--- config.mk ---
export PLATFORM = sky130hd
export DESIGN_NAME = offset_ram_array
export DESIGN_NICKNAME = d
export VERILOG_FILES = /design/src/rtl/offset_ram_array.sv
export SDC_FILE = /design/constraint.sdc
export NUM_CORES = 1
export LEC_CHECK = 0
export ABC_AREA = 1
export CAP_MARGIN = 10
export CORE_AREA = 2 2 127 129
export CTS_BUF_LIST = sky130_fd_sc_hd__clkbuf_2 sky130_fd_sc_hd__clkbuf_4 sky130_fd_sc_hd__clkbuf_8
export CTS_CLUSTER_DIAMETER = 60
export CTS_CLUSTER_SIZE = 28
export DETAILED_ROUTE_END_ITERATION = 8
export DIE_AREA = 0 0 129 131
export PLACE_DENSITY_LB_ADDON = 0.05
export SLEW_MARGIN = 20
export SYNTH_ARGS = -nofsm -noshare
export SYNTH_HDL_FRONTEND = slang
export SYNTH_SLANG_ARGS = --single-unit
--- constraint.sdc ---
create_clock -name sysclk -period 3.17 [get_ports sysclk]
set_clock_uncertainty 0.1 [all_clocks]
set_input_delay 0.634 -clock sysclk [delete_from_list [all_inputs] [get_ports sysclk]]
set_output_delay 0.634 -clock sysclk [all_outputs]
set_load 0.01 [all_outputs]
--- src/rtl/offset_ram_array.sv ---
// offset_ram_array: per-column x / per-row y offset store for the tile-shift display path.
// One command port updates single entries or sweep-clears an axis; both read ports are combinational.
module offset_ram_array #(
    parameter int POS_W    = 4,
    parameter int OFF_W    = 4,
    parameter int OFF_MOD  = 16,
    parameter int SAT_MODE = 0,
    parameter int MOVE_W   = 16
) (
    input  logic              sysclk,
    input  logic              ram_reset,
    input  logic              cmd_valid,
    output logic              cmd_ready,
    input  logic              cmd_axis,
    input  logic [1:0]        cmd_op,
    input  logic [POS_W-1:0]  cmd_pos,
    input  logic [OFF_W-1:0]  cmd_data,
    input  logic [POS_W-1:0]  offset_pos_x,
    input  logic [POS_W-1:0]  offset_pos_y,
    output logic [OFF_W-1:0]  offset_x,
    output logic [OFF_W-1:0]  offset_y,
    output logic              busy,
    output logic              all_zero,
    output logic [MOVE_W-1:0] move_count,
    output logic              reset_check
);
    // state | meaning
    // IDLE  | accepting inc/dec/load/clear commands
    // CLEAR | zeroing one entry of the latched axis per cycle; commands stall

    localparam int N = 1 << POS_W;
    localparam logic [OFF_W-1:0] MAX_V = OFF_W'(OFF_MOD - 1);

    localparam logic [1:0] OP_INC = 2'b00;
    localparam logic [1:0] OP_DEC = 2'b01;
    localparam logic [1:0] OP_LD  = 2'b10;
    localparam logic [1:0] OP_CLR = 2'b11;

    generate
        if (POS_W < 1 || POS_W > 16 || OFF_W < 1 || OFF_MOD < 2 ||
            OFF_MOD > (1 << OFF_W) || MOVE_W < 1) begin : g_bad_params
            $error("offset_ram_array: illegal POS_W/OFF_W/OFF_MOD/MOVE_W combination");
        end
    endgenerate

    typedef enum logic {IDLE, CLEAR} state_t;

    state_t           state;
    logic [OFF_W-1:0] x_mem [N];
    logic [OFF_W-1:0] y_mem [N];
    logic [POS_W-1:0] sweep_idx;
    logic             clr_axis;
    logic [OFF_W-1:0] cur_val;
    logic [OFF_W-1:0] wr_val;
    logic             any_set;
    logic             accept;

    assign cmd_ready   = (state == IDLE) && !ram_reset;
    assign accept      = cmd_valid && cmd_ready;
    assign reset_check = ram_reset;
    assign offset_x    = x_mem[offset_pos_x];
    assign offset_y    = y_mem[offset_pos_y];
    assign cur_val     = cmd_axis ? y_mem[cmd_pos] : x_mem[cmd_pos];

    always_comb begin
        wr_val = cur_val;
        case (cmd_op)
            OP_INC: begin
                if (cur_val == MAX_V) wr_val = (SAT_MODE != 0) ? MAX_V : '0;
                else                  wr_val = cur_val + 1'b1;
            end
            OP_DEC: begin
                if (cur_val == '0) wr_val = (SAT_MODE != 0) ? '0 : MAX_V;
                else               wr_val = cur_val - 1'b1;
            end
            OP_LD:   wr_val = (cmd_data > MAX_V) ? MAX_V : cmd_data;
            default: wr_val = cur_val;
        endcase
    end

    always_comb begin
        any_set = 1'b0;
        for (int i = 0; i < N; i++) begin
            any_set = any_set | (|x_mem[i]) | (|y_mem[i]);
        end
    end
    assign all_zero = !any_set;

    always_ff @(posedge sysclk) begin
        if (ram_reset) begin
            for (int i = 0; i < N; i++) begin
                x_mem[i] <= '0;
                y_mem[i] <= '0;
            end
            state      <= IDLE;
            busy       <= 1'b0;
            sweep_idx  <= '0;
            clr_axis   <= 1'b0;
            move_count <= '0;
        end else begin
            case (state)
                IDLE: begin
                    if (accept) begin
                        if (cmd_op == OP_CLR) begin
                            clr_axis  <= cmd_axis;
                            sweep_idx <= '0;
                            busy      <= 1'b1;
                            state     <= CLEAR;
                        end else begin
                            if (cmd_axis) y_mem[cmd_pos] <= wr_val;
                            else          x_mem[cmd_pos] <= wr_val;
                            // saturated inc/dec holds still count as moves
                            if (!cmd_op[1] && (move_count != '1))
                                move_count <= move_count + 1'b1;
                        end
                    end
                end
                CLEAR: begin
                    if (clr_axis) y_mem[sweep_idx] <= '0;
                    else          x_mem[sweep_idx] <= '0;
                    sweep_idx <= sweep_idx + 1'b1;
                    if (&sweep_idx) begin
                        busy  <= 1'b0;
                        state <= IDLE;
                    end
                end
                default: begin
                    busy  <= 1'b0;
                    state <= IDLE;
                end
            endcase
        end
    end
endmodule

; ---- Word-level counts from Yosys, hierarchy flattened
; Memories as Yosys holds them, arrays and structs flattened.
; Cells that the tools add are included.
[op_classes]
multipliers = 0
bitwise = 33
div = 0
eq_ne = 8
n_shift = 0
mux = 50
add_sub_neg = 4
n_lt_le_gt_ge = 1
reduce_logical = 49
[op_table]
columns = operator, n
row1 = 4-bit OR reduction, 36
row2 = 4-bit two-way mux, 14
row3 = 1-bit two-way mux, 32
row4 = 1-bit OR, 31
row5 = "16-bit by 1-bit adder with 16-bit output, second input constant", 1
row6 = "16-bit inequality test, second input constant", 1
row7 = 4-bit one-hot mux with 3 select lines, 1
row8 = "4-bit by 1-bit adder with 4-bit output, second input constant", 2
row9 = 4-bit one-hot mux with 2 select lines, 1
row10 = 4-bit AND reduction, 2
row11 = 3-bit AND reduction, 2
row12 = "2-bit equality test, second input constant", 2
row13 = "4-bit equality test, second input constant", 1
row14 = "4-bit greater-than comparator, second input constant", 1
row15 = 4-bit zero test, 1
row16 = "2-bit by 1-bit inequality test with 1-bit output, second input constant", 2
row17 = 1-bit one-hot mux with 2 select lines, 2
row18 = "4-bit by 1-bit subtractor with 4-bit output, second input constant", 1
row19 = 1-bit logical AND, 3
row20 = 1-bit zero test, 3
row21 = "2-bit by 1-bit equality test with 1-bit output, second input constant", 1
row22 = 2-bit zero test, 1
row23 = "2-bit inequality test, second input constant", 1
row24 = 1-bit inverter, 2
row25 = 2-bit AND reduction, 1
[totals]
memories = 2
register_bits = 23
elab_cells = 152
latch_bits = 0
romBits = 0
out_inout_bits = 28
in_bits = 22
ram_bits = 128
[mem_list]
columns = memory, words, word_bits, rd, rd_clocked_by_memory_dff, wr, line_no
row1 = x_mem, 16, 4, 18, 0, 16, 49  ; logic [OFF_W-1:0] x_mem [N];
row2 = y_mem, 16, 4, 18, 0, 16, 50  ; logic [OFF_W-1:0] y_mem [N];

; ---- Depth between registers and ports, before layout
; Gate-level depths: netlist of the first run.
[depth]
word_depth = 33
depth_mapped = 20
ltp_nobuf = 17

; ---- Worst setup path before layout of the first run
; OpenSTA, ideal clock, no wires.
[synth_timing]
path_type = input port to flip-flop
startpoint = in cmd_pos[1]
endpoint = mem x_mem[10][2], data pin
path_slack_ns = 0.358
t_required_ns = 2.814
setup_ns = 0.256
arrival_ns = 2.456
cell_stages = 16
cell_sequence = buf_2 > clkbuf_1 > nand3_1 > nand3_1 > nand2_1 > nand2_1 > nand2_1 > nand2_1 > nand2_2 > ha_1 > or2_0 > nand3_1 > o211ai_4 > nand3_4 > buf_6 > nor2_2
[synth_rtl]
columns = item, line_no
row1 = "start, declared", 16  ; input logic [POS_W-1:0] cmd_pos,
row2 = "end, declared", 49

; ---- Worst setup path after layout of the first run
[layout_timing]
startpoint = in offset_pos_y[2]
endpoint = out offset_y[3]
[layout_between]
elab_chain_len = 1
[layout_rtl]
columns = item, line_no
row1 = "start, declared", 19  ; input logic [POS_W-1:0] offset_pos_y,
row2 = memory 16 x 4 bit, -
row3 = "end, declared", 21  ; output logic [OFF_W-1:0] offset_y,
; Every way passes these cells.

==> key figures, run 1 <==
Clock tree
  • CTS sink count: 151
  • Clock slew at reported path FFs: 0.09 ns
  • Hold Buf Count CTS: 0
  • H-tree depth: 4
  • Clk root buf: clkbuf_8
  • Cts bufs inserted: 17
  • Clk_lat worst skew: 0.47 ns
  • CTS tree: built
  • Clk buf depth: 2

Cells and area
  • Most frequent cells in the layout: nand2_1 (303), nor2_1 (199), edfxtp_1 (128), nand3_1 (119), buf_4 (82)
  • Layout cells sized above 1: 0.146
  • # diodes: 0
  • Commonest non-fill, non-tap cell in the layout: nand2_1
  • Synthesis-to-finish area growth: 21.1%
  • Fillers: 1252
  • Design area: 11100 um^2
  • Nets: 1303

Drt
  • Final wirelength: 27.6 mm
  • First-pass DRT Iterations: 8
  • DRT antenna net count: 0
  • Vias per cell: 6.04
  • DRC: 0
  • DR iter-0 viols: 1100
  • Avg WL per Cell: 18.3 um
  • Via count: 9101

STA
  • Crit share post-route: 0.977
  • Final setup fails: 0
  • Peak Freq: 323 MHz
  • RSZ-0062 raised after global routing: true
  • Max-slew headroom: 0.642
  • Final Hold Fails: 0
  • Max-slew violation count: 0
  • Setup slack after layout: 0.0714 ns
  • Worst-Margin Slew: 0.532 ns
  • Tmin final: 3.10 ns

Yosys
  • Share of synthesized registers carrying an async set or reset: 0
  • Sequential element share of the synthesized area: 0.471
  • Cell Area, Synth: 9140 um^2
  • Ys flop type: edfxtp_1
  • Mapped Cells: 1166
  • Number of synthesized register bits: 151
  • Yosys warns: 0
  • Post-synth EDFFs: 128
  • Avg Inst Size Synth: 7.83 um^2
  • Distinct cells, synth: 43
  • Post-synth net total: 1192

Setup path
  • CP endpoint kind: primary output
  • CP required: 2.44 ns
  • CP Max Fanout: 11
  • CP arrival: 2.36 ns
  • Worst Setup Start Kind: input port
  • Critical path class: in -> out

Power and ir drop
  • Switching power total: 1.38 mW
  • Leakage: 4.42 nW
  • P_int: 3.19 mW
  • Clk pwr share: 0.309
  • Pwr Density: 414 nW/um^2
  • Gate power share: 0.189
  • Peak supply drop: 264 uV
  • Register share of total power: 0.501
  • Sw Share: 0.303

Place
  • Port Buf Inserts: 49
  • Pre-CTS WS: -0.199 ns
  • GP Congestion: 1.00
  • Dpl hpwl: 19.7 mm
  • Placed Area: 10500 um^2

Global route
  • First-pass GRT wire length: 42.7 mm
  • Gr usage total: 0.333
  • Antenna violations before repair: 0
  • GRT Residual Overflow: 0
  • Largest net degree at the start of global routing: 49
  • Vias in the first global route: 8104

Floorplan
  • Die ar.: 16900 um^2
  • Core area: 15600 um^2
  • Ports: 50
  • Die width: 129 um
  • FP Rows: 46
  • Die height: 131 um
  • Initial Utilization: 0.586

Min path
  • Hold Path Class: reg -> reg

Status
  • Outcome: completed

Run
  • Max-Cap Viols: 0
[cell type report]
type                            count  area, um^2  share of cell area
Inverter                           66         251              0.0227
Tap cell                          216         270              0.0244
Timing Repair Buffer              153        1520               0.138
Clock buffer                       18         241              0.0218
Sequential cell                   151        4300               0.389
Clock inverter                     14         126              0.0114
Multi-Input combinational cell    888        4340               0.393
[worst max-delay path, cell delays in order]
cell and delay, ns:
clkdlybuf4s50_1 0.53, clkinvlp_4 0.23, o21ai_0 0.14, o221ai_1 0.20, nand2_1 0.10, clkdlybuf4s50_1 0.53
[power groups by stage]
| stage | logic [mW] | registers, mW | clock network (mW) |
|---|---|---|---|
| after floorplan | 0.492 | 2.30 | 0 |
| after global placement | 0.819 | 2.33 | 0 |
| after detailed placement | 0.830 | 2.33 | 0 |
| after CTS | 0.840 | 2.29 | 1.42 |
| after global routing | 0.934 | 2.30 | 1.49 |
| final | 0.867 | 2.29 | 1.41 |
[state kept, by name (all words and copies together) (netlist names)]
register    count
move_count     16
busy            1
y_mem          64
sweep_idx       4
state           1
clr_axis        1
x_mem          64
[worst paths after layout]
path,to,depth (start not counted),slack (ns),from
max,offset_y[3],6,0.07,offset_pos_y[2]
min reg2reg,move_count[12],2,0.40,move_count[12]
max reg2reg,y_mem[1][2],12,0.45,state
min,move_count[12],2,0.40,move_count[12]
[synthesized netlist by cell type, drive strengths merged (15+ instances only)]
cell type,instances,area share
nor2,220,0.096
o21ai,72,0.040
nand2,305,0.13
inv,65,0.027
o221ai,15,0.014
edfxtp,128,0.42
clkbuf,28,0.012
mux2i,17,0.019
a21oi,37,0.020
buf,33,0.023
nand3,126,0.075
dfxtp,23,0.050
nor4,34,0.023
[metrics by stage]
| stage | setup TNS [ns] | utilization | hold WS [ns] | total power [mW] | instances |
|---|---|---|---|---|---|
| after detailed placement | -13.80 | 0.674 | 0.381 | 3.16 | 1467 |
| after CTS | 0 | 0.703 | 0.398 | 4.54 | 1502 |
| after global placement | -9.03 | 0.674 | 0.379 | 3.15 | 1467 |
| after global routing | -0.0437 | 0.709 | 0.428 | 4.72 | 1506 |
| final | 0 | 0.709 | 0.398 | 4.57 | 1506 |
| after floorplan | 0 | - | 0.371 | 2.79 | 1166 |
[logic make-up after synthesis]
family                   share of synthesized area
multiplexers                                0.0186
XOR/XNOR                                   0.00384
AND/OR/NAND/NOR                              0.338
AO/OA/AOI/OAI                                0.101
flip-flops                                   0.471
buffers and inverters                       0.0620
adder cells (fa/ha/maj)                    0.00548
[what timing repair did]
item                                    4_1_cts  5_1_grt
endpoints found under the hold margin         0        0
pin swaps                                     3        3
gates resized for setup                      15       11
setup buffers                                 2        2
cloned                                        1        2
endpoints found under the setup margin        5        8
[metal layers]
layer  GRT usage  up-vias  routed length [um]
met3      0.0566       91                3100
met5           0        -                   0
met2       0.489      577               11900
li1            -     4224                   -
met4       0.118        0                 664
met1       0.498     4209               12000
Power figures use the tool's default switching activity.
==> run 2, diff against run 1 <==
SLEW_MARGIN = 30   (was 20)
==> results of run 2 <==
Final layout, timing and power as in run 1 (identical DEF).
==> run 3, diff against run 2 <==
ABC_CLOCK_PERIOD_IN_PS = 3170   (was not set)
CELL_PAD_IN_SITES_DETAIL_PLACEMENT = 1   (was not set)
CELL_PAD_IN_SITES_GLOBAL_PLACEMENT = 1   (was not set)
CORE_AREA = 2 2 143 145   (was 2 2 127 129)
DIE_AREA = 0 0 145 147   (was 0 0 129 131)
GPL_ROUTABILITY_DRIVEN = 0   (was not set)
==> key figures, run 3 (synthesis gave the netlist of run 1 again) <==
STA
  • Hold WS: 0.391 ns (was 0.398 ns)
  • Tmin final: 3.11 ns (was 3.10 ns)
  • RSZ-0062 raised after global routing: false (was true)
  • Max-slew violation count: 0 (unchanged)
  • Crit share post-route: 0.981 (was 0.977)
  • Peak Freq: 321 MHz (was 323 MHz)
  • Final Hold Fails: 0 (unchanged)
  • Final setup fails: 0 (unchanged)
  • Max-slew headroom: 0.608 (was 0.642)
  • Worst-Margin Slew: 0.582 ns (was 0.532 ns)

Power and ir drop
  • Pwr Density: 422 nW/um^2 (was 414 nW/um^2)
  • Peak supply drop: 326 uV (was 264 uV)
  • Leakage: 4.61 nW (was 4.42 nW)

Setup path
  • Critical path class: reg -> out (was in -> out)
  • Slowest CP cell: nor4_1 (was clkdlybuf4s50_1)
  • CP Max Fanout: 3 (was 11)
  • CP required: 2.44 ns (about the same)
  • Worst path cell trace: nor4_1 > nand3_1 > nor4_2 > and2_4 > buf_6 (was clkdlybuf4s50_1 > clkinvlp_4 > o21ai_0 > o221ai_1 > nand2_1 > clkdlybuf4s50_1)
  • CP endpoint kind: primary output (unchanged)
  • Top cell family by delay on the critical path: simple AND/OR/NAND/NOR gates (was buffers and inverters)
  • Crit path buffers/inverters: 1 (was 3)
  • CP arrival: 2.38 ns (was 2.36 ns)
  • Worst Setup Start Kind: register (was input port)
  • Worst stage delay on the critical path: 0.45 ns (was 0.53 ns)

Floorplan
  • Ports: 50 (unchanged)
  • Initial Utilization: 0.460 (was 0.586)
  • Die height: 147 um (was 131 um)
  • Die width: 145 um (was 129 um)
  • Die ar.: 21300 um^2 (was 16900 um^2)
  • Core area: 19800 um^2 (was 15600 um^2)
  • FP Rows: 52 (was 46)

Drt
  • DR iter-0 viols: 892 (was 1100)
  • Avg WL per Cell: 21.2 um (was 18.3 um)
  • Vias per cell: 5.87 (was 6.04)
  • Via count: 9343 (was 9101)
  • DRT antenna net count: 0 (unchanged)
  • Final wirelength: 33.7 mm (was 27.6 mm)
  • First-pass DRT Iterations: 5 (was 8)
  • DRC: 0 (unchanged)

Clock tree
  • H-tree depth: 4 (unchanged)
  • CTS sink count: 151 (unchanged)
  • Clk buf depth: 2 (unchanged)
  • Clock slew at reported path FFs: 0.09 ns (about the same)
  • Cts bufs inserted: 17 (unchanged)
  • Hold Buf Count CTS: 0 (unchanged)
  • Clk_lat worst skew: 0.48 ns (was 0.47 ns)
  • CTS tree: built (unchanged)
  • Clk root buf: clkbuf_8 (unchanged)

Cells and area
  • Synthesis-to-finish area growth: 25.1% (was 21.1%)
  • Nets: 1335 (was 1303)
  • Util after Layout: 0.576 (was 0.709)
  • Most frequent cells in the layout: nand2_1 (303), nor2_1 (199), edfxtp_1 (128), nand3_1 (119), buf_4 (113) (was nand2_1 (303), nor2_1 (199), edfxtp_1 (128), nand3_1 (119), buf_4 (82))
  • Commonest non-fill, non-tap cell in the layout: nand2_1 (unchanged)
  • # diodes: 0 (unchanged)
  • Layout cells sized above 1: 0.170 (was 0.146)
  • Biggest regs: x_mem: 64 flops, y_mem: 64 flops, move_count: 16 flops (unchanged)
  • Fillers: 2452 (was 1252)

Place
  • Dpl hpwl: 24.3 mm (was 19.7 mm)
  • Port Buf Inserts: 49 (unchanged)

Status
  • Outcome: completed (unchanged)

Run
  • Max-Cap Viols: 0 (unchanged)

Global route
  • First-pass GRT wire length: 52.2 mm (was 42.7 mm)
  • GRT Residual Overflow: 0 (unchanged)
  • Vias in the first global route: 9308 (was 8104)
  • Gr usage total: 0.317 (was 0.333)
  • Antenna violations before repair: 0 (unchanged)
  • Largest net degree at the start of global routing: 35 (was 49)

Min path
  • Hold Path Class: reg -> reg (unchanged)
[run 3: path summary, 6_finish.rpt]
path	cells after the start	from	slack, ns	endpoint
worst max-delay path	5	y_mem[12][2]	0.06	all_zero
worst min-delay path	2	move_count[4]	0.39	move_count[4]
worst max register to register	16	x_mem[8][1]	0.40	y_mem[10][2]
worst min register to register	2	move_count[4]	0.39	move_count[4]
[run 3: worst reg2reg max path, stage by stage (launching register included)]
cell	delay (ns)
edfxtp_1	0.48
buf_4	0.17
buf_4	0.13
nand2_1	0.06
nand3_1	0.07
nand3_1	0.08
nand2_1	0.06
nand2_1	0.08
nand2_1	0.06
nand2_1	0.06
nand2_1	0.08
ha_1	0.23
or2_0	0.23
nand3_1	0.14
o211ai_4	0.13
nand3_4	0.28
nor2_1	0.09
[run 3: layout make-up]
class,instances,area (um^2),share of cell area
Sequential cell,151,4300,0.377
Multi-Input combinational cell,888,4360,0.382
Clock inverter,11,148,0.0129
Timing Repair Buffer,185,1770,0.155
Inverter,66,248,0.0217
Tap cell,270,338,0.0296
Clock buffer,21,263,0.0230
[run 3: repair_timing]
action                     4_1_cts  5_1_grt
pin swaps                        4        3
gates resized for setup         27       11
gates cloned                     0        1
buffers inserted                 1        3
setup endpoints to repair        9       24
[run 3: metal layers]
| metal | track usage | routed length, um |
|---|---|---|
| met1 | 0.436 | 14900 |
| met2 | 0.522 | 15800 |
| met3 | 0.0516 | 2340 |
| met4 | 0.0871 | 669 |
| met5 | 0 | 0 |
[run 3: power by group]
part | leakage [nW] | internal (mW) | switching [mW]
registers | 1.51 | 2.22 | 0.0799
clock network | 0.217 | 0.811 | 0.789
logic | 2.88 | 0.355 | 0.568
total | 4.61 | 3.38 | 1.44
[run 3: metrics by stage]
stage	setup WS [ns]	power (mW)	instance area (um^2)	TNS, ns	cells
floorplan	0.358	2.79	9140	0	1166
global placement	-0.326	3.19	10900	-28.06	1555
detailed placement	-0.393	3.21	10900	-35.42	1555
CTS	0.00552	4.78	11300	0	1588
global route	0.00448	4.97	11400	0	1592
finish	0.0589	4.82	11400	0	1592
